==> src/rtl/wb_master_arbiter_pkg.sv <==
// Shared definitions for the two-master Wishbone arbiter: bus field widths,
// FSM state encoding, default forced-completion data and the grant decision.
package wb_master_arbiter_pkg;

  localparam int ADR_W = 32;
  localparam int DAT_W = 32;
  localparam int SEL_W = 4;

  localparam logic [DAT_W-1:0] TIMEOUT_DATA_DEFAULT = 32'hFFFF_FFFF;

  typedef enum logic [1:0] {
    ST_IDLE = 2'd0,
    ST_BUSY = 2'd1,
    ST_TMO  = 2'd2
  } arb_state_e;

  // One-hot grant; on a tie the master that did not own the bus last time wins.
  function automatic logic [1:0] pick_grant(input logic [1:0] req, input logic last_owner);
    logic [1:0] g;
    g = 2'b00;
    if (req == 2'b11) begin
      g = last_owner ? 2'b01 : 2'b10;
    end else if (req[0]) begin
      g = 2'b01;
    end else if (req[1]) begin
      g = 2'b10;
    end
    return g;
  endfunction

endpackage

==> src/rtl/wb_timeout_counter.sv <==
// Saturating stall counter for the bus watchdog; hit flags the cycle whose
// increment reaches LIMIT. LIMIT = 0 disables the watchdog entirely.
module wb_timeout_counter #(
  parameter int LIMIT = 255
) (
  input  logic clk,
  input  logic arstn,
  input  logic en,
  input  logic clr,
  output logic hit
);

  localparam int            CW    = (LIMIT > 0) ? $clog2(LIMIT + 1) : 1;
  localparam logic [CW-1:0] LIM   = CW'(LIMIT);
  localparam bit            WD_ON = (LIMIT != 0);

  logic [CW-1:0] count_reg;

  always_ff @(posedge clk or negedge arstn) begin
    if (!arstn) begin
      count_reg <= '0;
    end else if (clr) begin
      count_reg <= '0;
    end else if (en && (count_reg != LIM)) begin
      count_reg <= count_reg + 1'b1;
    end
  end

  assign hit = WD_ON && en && !clr && (count_reg >= (LIM - 1'b1));

endmodule

==> src/rtl/wb_master_arbiter.sv <==
// Two-master round-robin Wishbone classic arbiter in front of the xbar master
// port; tenure lasts the whole cyc and a watchdog force-completes hung accesses.
module wb_master_arbiter
  import wb_master_arbiter_pkg::*;
#(
  parameter int               TIMEOUT_CYCLES = 255,
  parameter logic [DAT_W-1:0] TIMEOUT_DATA   = TIMEOUT_DATA_DEFAULT
) (
  input  logic             clk,
  input  logic             arstn,
  input  logic [ADR_W-1:0] m0_adr,
  input  logic [DAT_W-1:0] m0_wdat,
  input  logic             m0_we,
  input  logic             m0_stb,
  input  logic             m0_cyc,
  input  logic [SEL_W-1:0] m0_sel,
  output logic [DAT_W-1:0] m0_rdat,
  output logic             m0_ack,
  input  logic [ADR_W-1:0] m1_adr,
  input  logic [DAT_W-1:0] m1_wdat,
  input  logic             m1_we,
  input  logic             m1_stb,
  input  logic             m1_cyc,
  input  logic [SEL_W-1:0] m1_sel,
  output logic [DAT_W-1:0] m1_rdat,
  output logic             m1_ack,
  output logic [ADR_W-1:0] s_adr,
  output logic [DAT_W-1:0] s_wdat,
  output logic             s_we,
  output logic             s_stb,
  output logic             s_cyc,
  output logic [SEL_W-1:0] s_sel,
  input  logic [DAT_W-1:0] s_rdat,
  input  logic             s_ack,
  output logic [1:0]       grant,
  output logic             timeout_o
);

  arb_state_e       state_reg;
  logic [1:0]       grant_reg;
  logic             last_reg;

  logic             own_cyc;
  logic             own_stb;
  logic             own_we;
  logic [ADR_W-1:0] own_adr;
  logic [DAT_W-1:0] own_wdat;
  logic [SEL_W-1:0] own_sel;

  logic             in_busy;
  logic             in_tmo;
  logic             wd_en;
  logic             wd_clr;
  logic             wd_hit;
  logic [DAT_W-1:0] rdat_mux;
  logic [1:0]       ack_vec;

  // Grant is one-hot, so the owner's fields can be selected by priority.
  always_comb begin
    own_cyc  = 1'b0;
    own_stb  = 1'b0;
    own_we   = 1'b0;
    own_adr  = '0;
    own_wdat = '0;
    own_sel  = '0;
    if (grant_reg[1]) begin
      own_cyc  = m1_cyc;
      own_stb  = m1_stb;
      own_we   = m1_we;
      own_adr  = m1_adr;
      own_wdat = m1_wdat;
      own_sel  = m1_sel;
    end else if (grant_reg[0]) begin
      own_cyc  = m0_cyc;
      own_stb  = m0_stb;
      own_we   = m0_we;
      own_adr  = m0_adr;
      own_wdat = m0_wdat;
      own_sel  = m0_sel;
    end
  end

  assign in_busy = (state_reg == ST_BUSY);
  assign in_tmo  = (state_reg == ST_TMO);

  assign s_cyc  = in_busy & own_cyc;
  assign s_stb  = in_busy & own_cyc & own_stb;
  assign s_we   = own_we;
  assign s_adr  = own_adr;
  assign s_wdat = own_wdat;
  assign s_sel  = own_sel;

  // During the forced completion the slave is disconnected and its ack/data ignored.
  assign rdat_mux = in_tmo ? TIMEOUT_DATA : (in_busy ? s_rdat : '0);
  assign m0_rdat  = rdat_mux;
  assign m1_rdat  = rdat_mux;

  generate
    for (genvar gi = 0; gi < 2; gi++) begin : g_ack
      assign ack_vec[gi] = grant_reg[gi] & (in_tmo | (in_busy & s_ack));
    end
  endgenerate

  assign m0_ack    = ack_vec[0];
  assign m1_ack    = ack_vec[1];
  assign grant     = grant_reg;
  assign timeout_o = in_tmo;

  assign wd_en  = s_stb & ~s_ack;
  assign wd_clr = ~s_stb | s_ack;

  wb_timeout_counter #(
    .LIMIT (TIMEOUT_CYCLES)
  ) u_watchdog (
    .clk   (clk),
    .arstn (arstn),
    .en    (wd_en),
    .clr   (wd_clr),
    .hit   (wd_hit)
  );

  always_ff @(posedge clk or negedge arstn) begin
    if (!arstn) begin
      state_reg <= ST_IDLE;
      grant_reg <= 2'b00;
      last_reg  <= 1'b1;
    end else begin
      case (state_reg)
        ST_IDLE: begin
          if (m0_cyc || m1_cyc) begin
            grant_reg <= pick_grant({m1_cyc, m0_cyc}, last_reg);
            state_reg <= ST_BUSY;
          end
        end
        ST_BUSY: begin
          if (!own_cyc) begin
            last_reg  <= grant_reg[1];
            grant_reg <= 2'b00;
            state_reg <= ST_IDLE;
          end else if (wd_hit) begin
            state_reg <= ST_TMO;
          end
        end
        ST_TMO: begin
          if (own_cyc) begin
            state_reg <= ST_BUSY;
          end else begin
            last_reg  <= grant_reg[1];
            grant_reg <= 2'b00;
            state_reg <= ST_IDLE;
          end
        end
        default: begin
          grant_reg <= 2'b00;
          state_reg <= ST_IDLE;
        end
      endcase
    end
  end

endmodule

==> config.mk <==
export PLATFORM = sky130hd
export DESIGN_NAME = wb_master_arbiter
export DESIGN_NICKNAME = d
export VERILOG_FILES = /design/src/rtl/wb_master_arbiter_pkg.sv /design/src/rtl/wb_timeout_counter.sv /design/src/rtl/wb_master_arbiter.sv
export SDC_FILE = /design/constraint.sdc
export NUM_CORES = 1
export LEC_CHECK = 0
export ABC_AREA = 1
export CAP_MARGIN = 30
export CORE_AREA = 2 2 124 126
export CTS_CLUSTER_DIAMETER = 40
export DETAILED_ROUTE_END_ITERATION = 8
export DIE_AREA = 0 0 126 128
export PLACE_DENSITY = 0.65
export SLEW_MARGIN = 40
export SYNTH_ARGS = -nofsm -noshare
export SYNTH_HDL_FRONTEND = slang
export SYNTH_SLANG_ARGS = --single-unit
==> constraint.sdc <==
create_clock -name clk -period 1.72 [get_ports clk]
set_input_delay 0.344 -clock clk [delete_from_list [all_inputs] [get_ports clk]]
set_output_delay 0.344 -clock clk [all_outputs]
set_load 0.005 [all_outputs]
==> flow_summary.yaml, run 1 <==
run_status:
  status: "finished, violations left"
  violations: "negative setup slack"
critical_path:
  max_stage_delay_ps: 380
  r2r-start: "state_reg[1]$_DFFE_PN0P_"
  required_ps: 1380
  r2r_slack_ps: 40
  r2r-end: "state_reg[1]$_DFFE_PN0P_"
  cp-end-kind: "output port"
  r2r_cells: 13
  crit_type: "reg -> out"
  critical_path.top_delay_family: "buffers and inverters"
  start_kind: "flop"
  arrival_ps: 1650
  critical_path_peak_fanout: 7
  worst-path-buf-inv: 6
  timing.critical_path.mode_cell: "buf_12"
  critPathSlowestCell: "dfrtp_1"
  crit_start: "state_reg[1]$_DFFE_PN0P_"
  path_cells: "inv_2 > ha_4 > buf_12 > buf_12 > buf_16 > buf_12 > nand2_4 > nand2_4 > buf_6"
floorplan:
  initial_core_util_pct: 13.9
  num_io_pins: 317
  die_h_um: 128
  coreArea_um2: 14900
  dieArea_um2: 16100
  core.rowCount: 45
  die_w_um: 126
sta:
  tightestPinTransition_ps: 314
  maxSlewHeadroom_pct: 79.0
  max_freq_mhz: 502
  hold_viol_final: 0
  period_needed_ps: 1990
  finalWorstSetupSlack_ps: -271
  finalCritPeriodShare_pct: 116
  rsz0062_at_grt: "true"
  final_max_slew_viol_count: 0
  skew_ps: 3.09
  fin_hold_ws_ps: 358
  setup_viol: 137
placed_design:
  dp_hpwl_mm: 11.1
  place.gp.congestion: 0.843
  dp_cells: 778
  pre_cts_ws_ps: -414
  port_buffers: 316
  placement.cell_area_um2: 5450
grt:
  grt_pass1_wl_mm: 21.7
  antenna_found_initial: 2
  grt.total_usage_pct: 17.5
  grt_overflow: 0
  grt_pass1_vias: 3660
  grt_max_degree: 17
logic_synthesis:
  syn-cell-area_um2: 2070
  syn_inst: 293
  synth-seq-area-share_pct: 15.8
  synth_fp_nets: 476
  ys_ff_latch: 13
  synth_top_area_share_pct: 29.3
  synth_top_cell_by_area: "a22o_1"
  synth_cell_type_count: 31
  syn_avg_cell_area_um2: 7.05
  yosys_warnings: 0
  ys_top_cells_by_area: "a22o_1 29%, nand2_1 15%, dfrtp_1 15%"
power:
  power.density_nw_per_um2: 1590
  total_leakage_power_nw: 3.28
  vdd_drop_max_uv: 513
finish:
  largest_reg_flops: 8
  fin_cells: 841
  drive_gt1_share_pct: 50.1
  final_core_util_pct: 46.0
  design_area_um2: 6840
  area_growth_pct: 231
  nNetsFinal: 835
  fillers: 1379
drt:
  finalWirelength_mm: 15.8
  highest_layer: "met4"
  wl_met2_mm: 8.19
  avgViaCountPerCell: 4.34
  wl_met3_mm: 1.14
  dr.pass1.iters: 4
  dr.first_iter.drc_count: 86
  drt-met1-wl_mm: 5.85
  wire_per_inst_um: 18.8
  drc: 0
  route.antenna.remaining_nets: 0
  route.vias.total: 3648
clocking:
  cts_hold_buffers: 0
  insertion_delay_ps: 240
  cts_inserted_buffers: 3
  htreeDepth: 1
  clock-root-buffer: "clkbuf_16"
  clockBufferDepth: 2
  path_clk_slew_ps: 50
  cts_sinks: 13
  cts_tree: "built"
run:
  maxCapViolCount: 0
worst_hold_path:
  hold_class: "in -> async"
power breakdown:
| group | internal, mW | total (mW) | switching [mW] |
|---|---|---|---|
| Combinational | 5.92 | 10.0 | 4.09 |
| Clock | 0.313 | 0.445 | 0.132 |
| Sequential | 0.374 | 0.431 | 0.0572 |
per-stage QoR:
| stage | total power [mW] | TNS [ps] |
|---|---|---|
| after detailed placement | 7.23 | -29820 |
| after CTS | 9.96 | -18960 |
| after global placement | 7.19 | -24480 |
| after global routing | 11.4 | -23860 |
| final | 10.9 | -17460 |
| after floorplan | 3.18 | 0 |
cell families (layout without fill, tap and decap cells):
logic type	after synthesis	count (layout)	share of synthesized area, %
flops	13	13	15.8
simple gates	118	118	26.2
buf+inv	70	428	19.6
fa+ha+maj	6	6	3.63
xor+xnor	3	3	1.27
other cells	0	2	0
compound gates	83	83	33.5
layout by cell type, fill, tap and decap left out, types with 2 or more instances in the layout:
| master | instances |
|---|---|
| nand4_1 | 2 |
| buf_6 | 109 |
| inv_1 | 6 |
| ha_1 | 3 |
| clkbuf_2 | 12 |
| nor2_1 | 11 |
| nor2_2 | 2 |
| a21oi_1 | 5 |
| nand2_1 | 23 |
| nor2_4 | 4 |
| inv_2 | 8 |
| diode_2 | 2 |
| buf_12 | 18 |
| buf_2 | 48 |
| nand2_8 | 3 |
| buf_16 | 11 |
| o21ai_0 | 3 |
| xor2_1 | 2 |
| nor3_1 | 3 |
| clkbuf_16 | 5 |
| a22o_1 | 68 |
| clkdlybuf4s50_1 | 176 |
| nand3_2 | 2 |
| dfrtp_1 | 11 |
| nand2_2 | 9 |
| ha_4 | 2 |
| nand2_4 | 52 |
| buf_8 | 5 |
| buf_4 | 25 |
| nand3_1 | 5 |
worst register-to-register path, stage by stage, from the launching register on:
cell and delay, ps:
dfrtp_1 400, inv_2 100, ha_4 180, buf_6 110, buf_6 100, nand2_4 50, buf_12 120, nor2_8 90
buf_6 120, nand3_2 60, nand2_2 90, nand2_2 50, nand2_1 50, nand2_1 60
routing by layer:
layer	global-route usage, %	vias up
met2	32.2	207
met1	19.5	1703
met3	3.51	24
li1	-	1714
met4	7.76	0
met5	0	-
how the worst max path moves through the flow:
stage / slack (ps) / endpoint / cells past startpoint
after CTS: -240 / s_wdat[15] / 8
after floorplan: 60 / m1_rdat[10] / 6
after global placement: -370 / s_cyc / 6
after global routing: -320 / m0_rdat[14] / 9
final: -270 / m0_rdat[14] / 9
after detailed placement: -410 / s_stb / 6
synthesized netlist by cell type, drive strengths merged:
cell    number
a211oi       1
a21oi        6
a22o        69
a31oi        2
buf         46
clkbuf       8
dfrtp       12
dfstp        1
ha           6
inv         16
nand2       87
nand3        7
nand4        2
nor2        18
nor3         3
nor3b        1
o21ai        4
o31ai        1
xnor2        1
xor2         2
repair_timing:
| item | 4_1_cts | 5_1_grt |
|---|---|---|
| resized for setup | 695 | 136 |
| pin swaps | 42 | 34 |
| buffers inserted | 41 | 9 |
| gates cloned | 13 | 2 |
| endpoints found under the setup margin | 139 | 144 |
area by class of cell:
cell class / count / area [um^2] / share of cell area (%)
inverter: 16 / 70.1 / 1.03
tap: 188 / 235 / 3.44
antenna: 2 / 5.00 / 0.0732
clock buffer: 4 / 78.8 / 1.15
sequential: 13 / 328 / 4.80
timing repair buffer: 408 / 4280 / 62.7
multi-input combinational: 210 / 1830 / 26.8
Power figures use the tool's default switching activity.
==> inputs of run 2 (changes only) <==
Settings changed: PLACE_DENSITY 0.65 to unset, PLACE_DENSITY_LB_ADDON set to 0.2.
==> run 2 against run 1 <==
Effect of this change: the flow still finishes with violations (negative setup slack); critical path depth shrank 1; count of clock-buffer cells in the layout is the same; non-clock buffer count shrank 21; combinational power shrank 31%; utilization shrank 8.3 points; sequential cell count is the same; clock skew grew 1.7 ps.
==> flow_summary.yaml, run 2 (synthesized netlist as in run 1, its figures left out) <==
floorplan:
  die_h_um: 128
  dieArea_um2: 16100
  die_w_um: 126
  coreArea_um2: 14900
  core.rowCount: 45
  initial_core_util_pct: 13.9
  num_io_pins: 317
drt:
  finalWirelength_mm: 14.3
  dr.first_iter.drc_count: 98
  avgViaCountPerCell: 4.23
  wire_per_inst_um: 17.5
  route.vias.total: 3458
  drc: 0
  dr.pass1.iters: 4
  route.antenna.remaining_nets: 0
critical_path:
  r2r_cells: 12
  critical_path.top_delay_family: "buffers and inverters"
  critical_path_peak_fanout: 4
  r2r_slack_ps: 120
  arrival_ps: 1580
  r2r-end: "state_reg[1]$_DFFE_PN0P_"
  crit_type: "reg -> out"
  path_cells: "inv_2 > nor2_4 > buf_12 > buf_12 > buf_6 > buf_4 > a22o_1 > buf_2"
  worst-path-buf-inv: 6
  cp-end-kind: "output port"
  r2r-start: "grant[1]$_DFFE_PN0P_"
  critPathSlowestCell: "dfrtp_1"
  start_kind: "flop"
  required_ps: 1380
  timing.critical_path.mode_cell: "buf_12"
  max_stage_delay_ps: 380
grt:
  grt_pass1_wl_mm: 19.5
  gr-usage-met2_pct: 31.2
  grt_max_degree: 25
  grt.total_usage_pct: 15.8
  grt_overflow: 0
  met3_usage_pct: 5.09
  grt_pass1_vias: 3367
  antenna_found_initial: 0
  globalRouteMet1Util_pct: 16.8
  grt_busiest_layer: "met2"
sta:
  finalCritPeriodShare_pct: 112
  maxSlewHeadroom_pct: 85.2
  tightestPinTransition_ps: 220
  setup_viol: 134
  max_freq_mhz: 520
  rsz0062_at_grt: "true"
  skew_ps: 4.75
  final_max_slew_viol_count: 0
  hold_viol_final: 0
  period_needed_ps: 1920
  finalWorstSetupSlack_ps: -204
clocking:
  cts_sinks: 13
  cts_hold_buffers: 0
  clockBufferDepth: 2
  cts_tree: "built"
  insertion_delay_ps: 240
  htreeDepth: 1
  clock-root-buffer: "clkbuf_16"
  cts_inserted_buffers: 3
  path_clk_slew_ps: 50
placed_design:
  place.gp.congestion: 0.865
  port_buffers: 316
  pre_cts_ws_ps: -393
  dp_hpwl_mm: 11.1
  placement.cell_area_um2: 5440
finish:
  largest_reg_flops: 8
  area_growth_pct: 171
  design_area_um2: 5610
  antenna_cells: 0
  final_common_cell: "clkdlybuf4s50_1"
  nNetsFinal: 814
  drive_gt1_share_pct: 40.6
  final_cell_mix: "178 x clkdlybuf4s50_1, 93 x clkbuf_2, 68 x a22o_1, 59 x nand2_1, 34 x buf_4"
run_status:
  status: "finished, violations left"
  violations: "negative setup slack"
worst_hold_path:
  hold_class: "in -> async"
power:
  power.density_nw_per_um2: 1390
  vdd_drop_max_uv: 481
  total_leakage_power_nw: 2.82
run:
  maxCapViolCount: 0
-- run 2: layout make-up --
cell class                 instances  area, um^2
timing repair buffer             387        3450
sequential                        13         328
fill                            1581        9260
inverter                          16        65.1
clock buffer                       4        78.8
multi-input combinational        210        1450
tap                              188         235
-- run 2: worst register-to-register path: stages, from the launching register on --
cell,delay (ps)
dfrtp_2,430
buf_8,160
inv_1,80
nand3_2,100
nand2_4,90
nand2_4,70
nor2_8,110
buf_4,130
nand3_2,60
nand2_2,80
nand2_1,70
nand2_1,70
nand2_1,40
-- run 2: worst max-delay path by stage --
stage / startpoint / endpoint / depth (start not counted)
final: grant[0]$_DFFE_PN0P_ / s_wdat[19] / 8
after detailed placement: m0_cyc / s_cyc / 6
after global placement: m0_cyc / s_cyc / 6
after floorplan: state_reg[0]$_DFFE_PN0P_ / m1_rdat[10] / 6
after CTS: state_reg[0]$_DFFE_PN0P_ / m0_rdat[20] / 6
after global routing: grant[0]$_DFFE_PN0P_ / s_wdat[19] / 8
-- run 2: timing repair --
action	in CTS	in global routing
setup buffers	20	13
pin swaps	4	4
gates cloned	6	2
gates resized for setup	295	204
setup endpoints to repair	139	139
-- run 2: power by group --
| part | switching, mW | internal (mW) |
|---|---|---|
| Clock | 0.131 | 0.313 |
| Sequential | 0.0506 | 0.374 |
| Combinational | 3.06 | 3.87 |
-- run 2: metrics by stage --
stage	hold WS [ps]	utilization [%]	cells	TNS [ps]	power (mW)
floorplan	48.4	-	293	0	3.18
global placement	492	36.6	774	-26290	7.18
detailed placement	514	36.6	774	-29170	7.17
CTS	419	38.8	804	-25040	7.77
global route	441	37.7	818	-20840	8.36
finish	410	37.7	818	-13910	7.80
-- run 2: per-layer routing --
layer / wire (um) / part of all wire [%]
met1: 4960 / 35
met2: 7830 / 55
met3: 1400 / 9.8
met4: 114 / 0.80
met5: 0 / 0
==> inputs of run 3 (changes only) <==
Settings changed: ABC_CLOCK_PERIOD_IN_PS set to 1720, SLEW_MARGIN 40 to 10.
==> results of run 3 <==
No change in the layout: final DEF, timing and power equal those of run 2.
==> patch (settings of run 1) <==
Reset style: synchronous (`arstn`), changed in 2 clocked blocks.
--- a/src/rtl/wb_timeout_counter.sv
+++ b/src/rtl/wb_timeout_counter.sv
@@ -17,5 +17,5 @@
   logic [CW-1:0] count_reg;
 
-  always_ff @(posedge clk or negedge arstn) begin
+  always_ff @(posedge clk) begin
     if (!arstn) begin
       count_reg <= '0;
--- a/src/rtl/wb_master_arbiter.sv
+++ b/src/rtl/wb_master_arbiter.sv
@@ -120,5 +120,5 @@
   );
 
-  always_ff @(posedge clk or negedge arstn) begin
+  always_ff @(posedge clk) begin
     if (!arstn) begin
       state_reg <= ST_IDLE;
Behaviour: differs if arstn is asserted again (counterexample within 4 cycles, from zero or initial values and one cycle with arstn low); with arstn held inactive, the same outputs for 10 cycles.
==> patch against run 1 <==
The flow still finishes with violations (setup timing); routed wire length fell by 11%; utilization fell by 4.4 points; sequential cell count did not move; clock skew fell by 0.00097 ns; worst setup slack improved by 0.22 ns; final area fell by 9.5%; synthesized area fell by 0.30%; cell count fell by 0.71%.
Power is not compared: it rests on default switching activity, and its combinational part moved more than twofold at a synthesized area within 25%.
==> patch: results (changes against run 1) <==
metric,value,unit,change
drive_gt1_share,44.5,%,was 50.1%
crit_fanout,8,,was 7
ys_top_cells_by_count,"nand2_1 (99), a22o_1 (69), buf_4 (33)",,"was nand2_1 (81), a22o_1 (69), buf_4 (33)"
synthDistinctLibCells,25,,was 31
nMultiInputCombCells,228,,was 210
hpwl,9.67,mm,was 11.1 mm
routed-via-count,3540,,"was 3,648"
yosysSeqAreaShare,12.6,%,was 15.8%
violations,setup timing,,unchanged
regArea,273,um2,was 328 um2
critPathMaxStageDelay,0.35,ns,was 0.38 ns
ys_async_sr_fraction,0,%,was 100%
layout_setup_ws,-0.0551,ns,was -0.271 ns
nFillCells,1527,,"was 1,379"
num_antenna_cells,0,,was 2
post_cts_buffers,29,,was 41
multi_input_area_share,28.8,%,was 26.8%
drt_iter0_markers,96,,was 86
status,"complete, but fails checks",,unchanged
grt_pass1_wl,19.8,mm,was 21.7 mm
finClkSkew,0.00212,ns,was 0.00309 ns
setup-violations-final,65,,was 137
grt_max_degree,20,,was 17
slowest_stage,dfxtp_4,,was dfrtp_1
place_area,5380,um2,was 5450 um2
fin_area,6190,um2,was 6840 um2
grt_pass1_vias,3556,,"was 3,660"
non_clock_buffer_area_share,60.2,%,was 62.7%
ys.flop_type,dfxtp_1,,was dfrtp_1
## patch: cell count changes in the layout (fill, tap and decap cells not counted), moves of 8 or more
cell,delta
buf_2,+46
buf_6,-62
clkbuf_2,-8
nand2_2,+12
nand2_1,+16
dfrtp_1,-11
nand2_4,-11
dfxtp_1,+9
## patch: worst max path at each step
stage / start / end / slack [ns] / cells after the start
after floorplan: state_reg[0]$_SDFFE_PN0P_ / m1_rdat[10] / 0.07 / 6
after global placement: m0_cyc / s_stb / -0.28 / 6
after detailed placement: m1_cyc / s_stb / -0.30 / 6
after CTS: state_reg[1]$_SDFFE_PN0P_ / s_cyc / -0.20 / 7
after global routing: grant[1]$_SDFFE_PN0P_ / s_adr[3] / -0.11 / 5
final: state_reg[1]$_SDFFE_PN0P_ / m0_rdat[29] / -0.06 / 8
## patch: logic make-up after synthesis
| logic type | synth area share (%) |
|---|---|
| AO/OA/AOI/OAI | 34.6 |
| XOR/XNOR | 2.55 |
| adder cells (fa/ha/maj) | 3.65 |
| buffers and inverters | 20.4 |
| flip-flops | 12.6 |
| AND/OR/NAND/NOR | 26.1 |
## patch: where the power goes
group	internal [mW]	switching, mW	total [mW]
Sequential	0.334	0.0268	0.360
Clock	0.312	0.126	0.438
Combinational	2.18	1.49	3.67
## patch: through the flow
stage / hold WS (ns) / total power [mW] / TNS (ns) / std cells
after global routing: 0.532 / 4.74 / -6.66 / 835
after floorplan: 0.443 / 1.47 / 0 / 316
after detailed placement: 0.490 / 3.31 / -14.32 / 792
after global placement: 0.480 / 3.32 / -13.88 / 792
after CTS: 0.498 / 4.22 / -12.51 / 837
final: 0.499 / 4.47 / -2.16 / 835
## patch: layer usage
layer	routed length (um)	vias up	track usage [%]
met5	0	-	0
met4	115	0	2.65
met3	928	13	2.59
met2	7430	200	29.3
met1	5540	1603	18.5
li1	-	1724	-
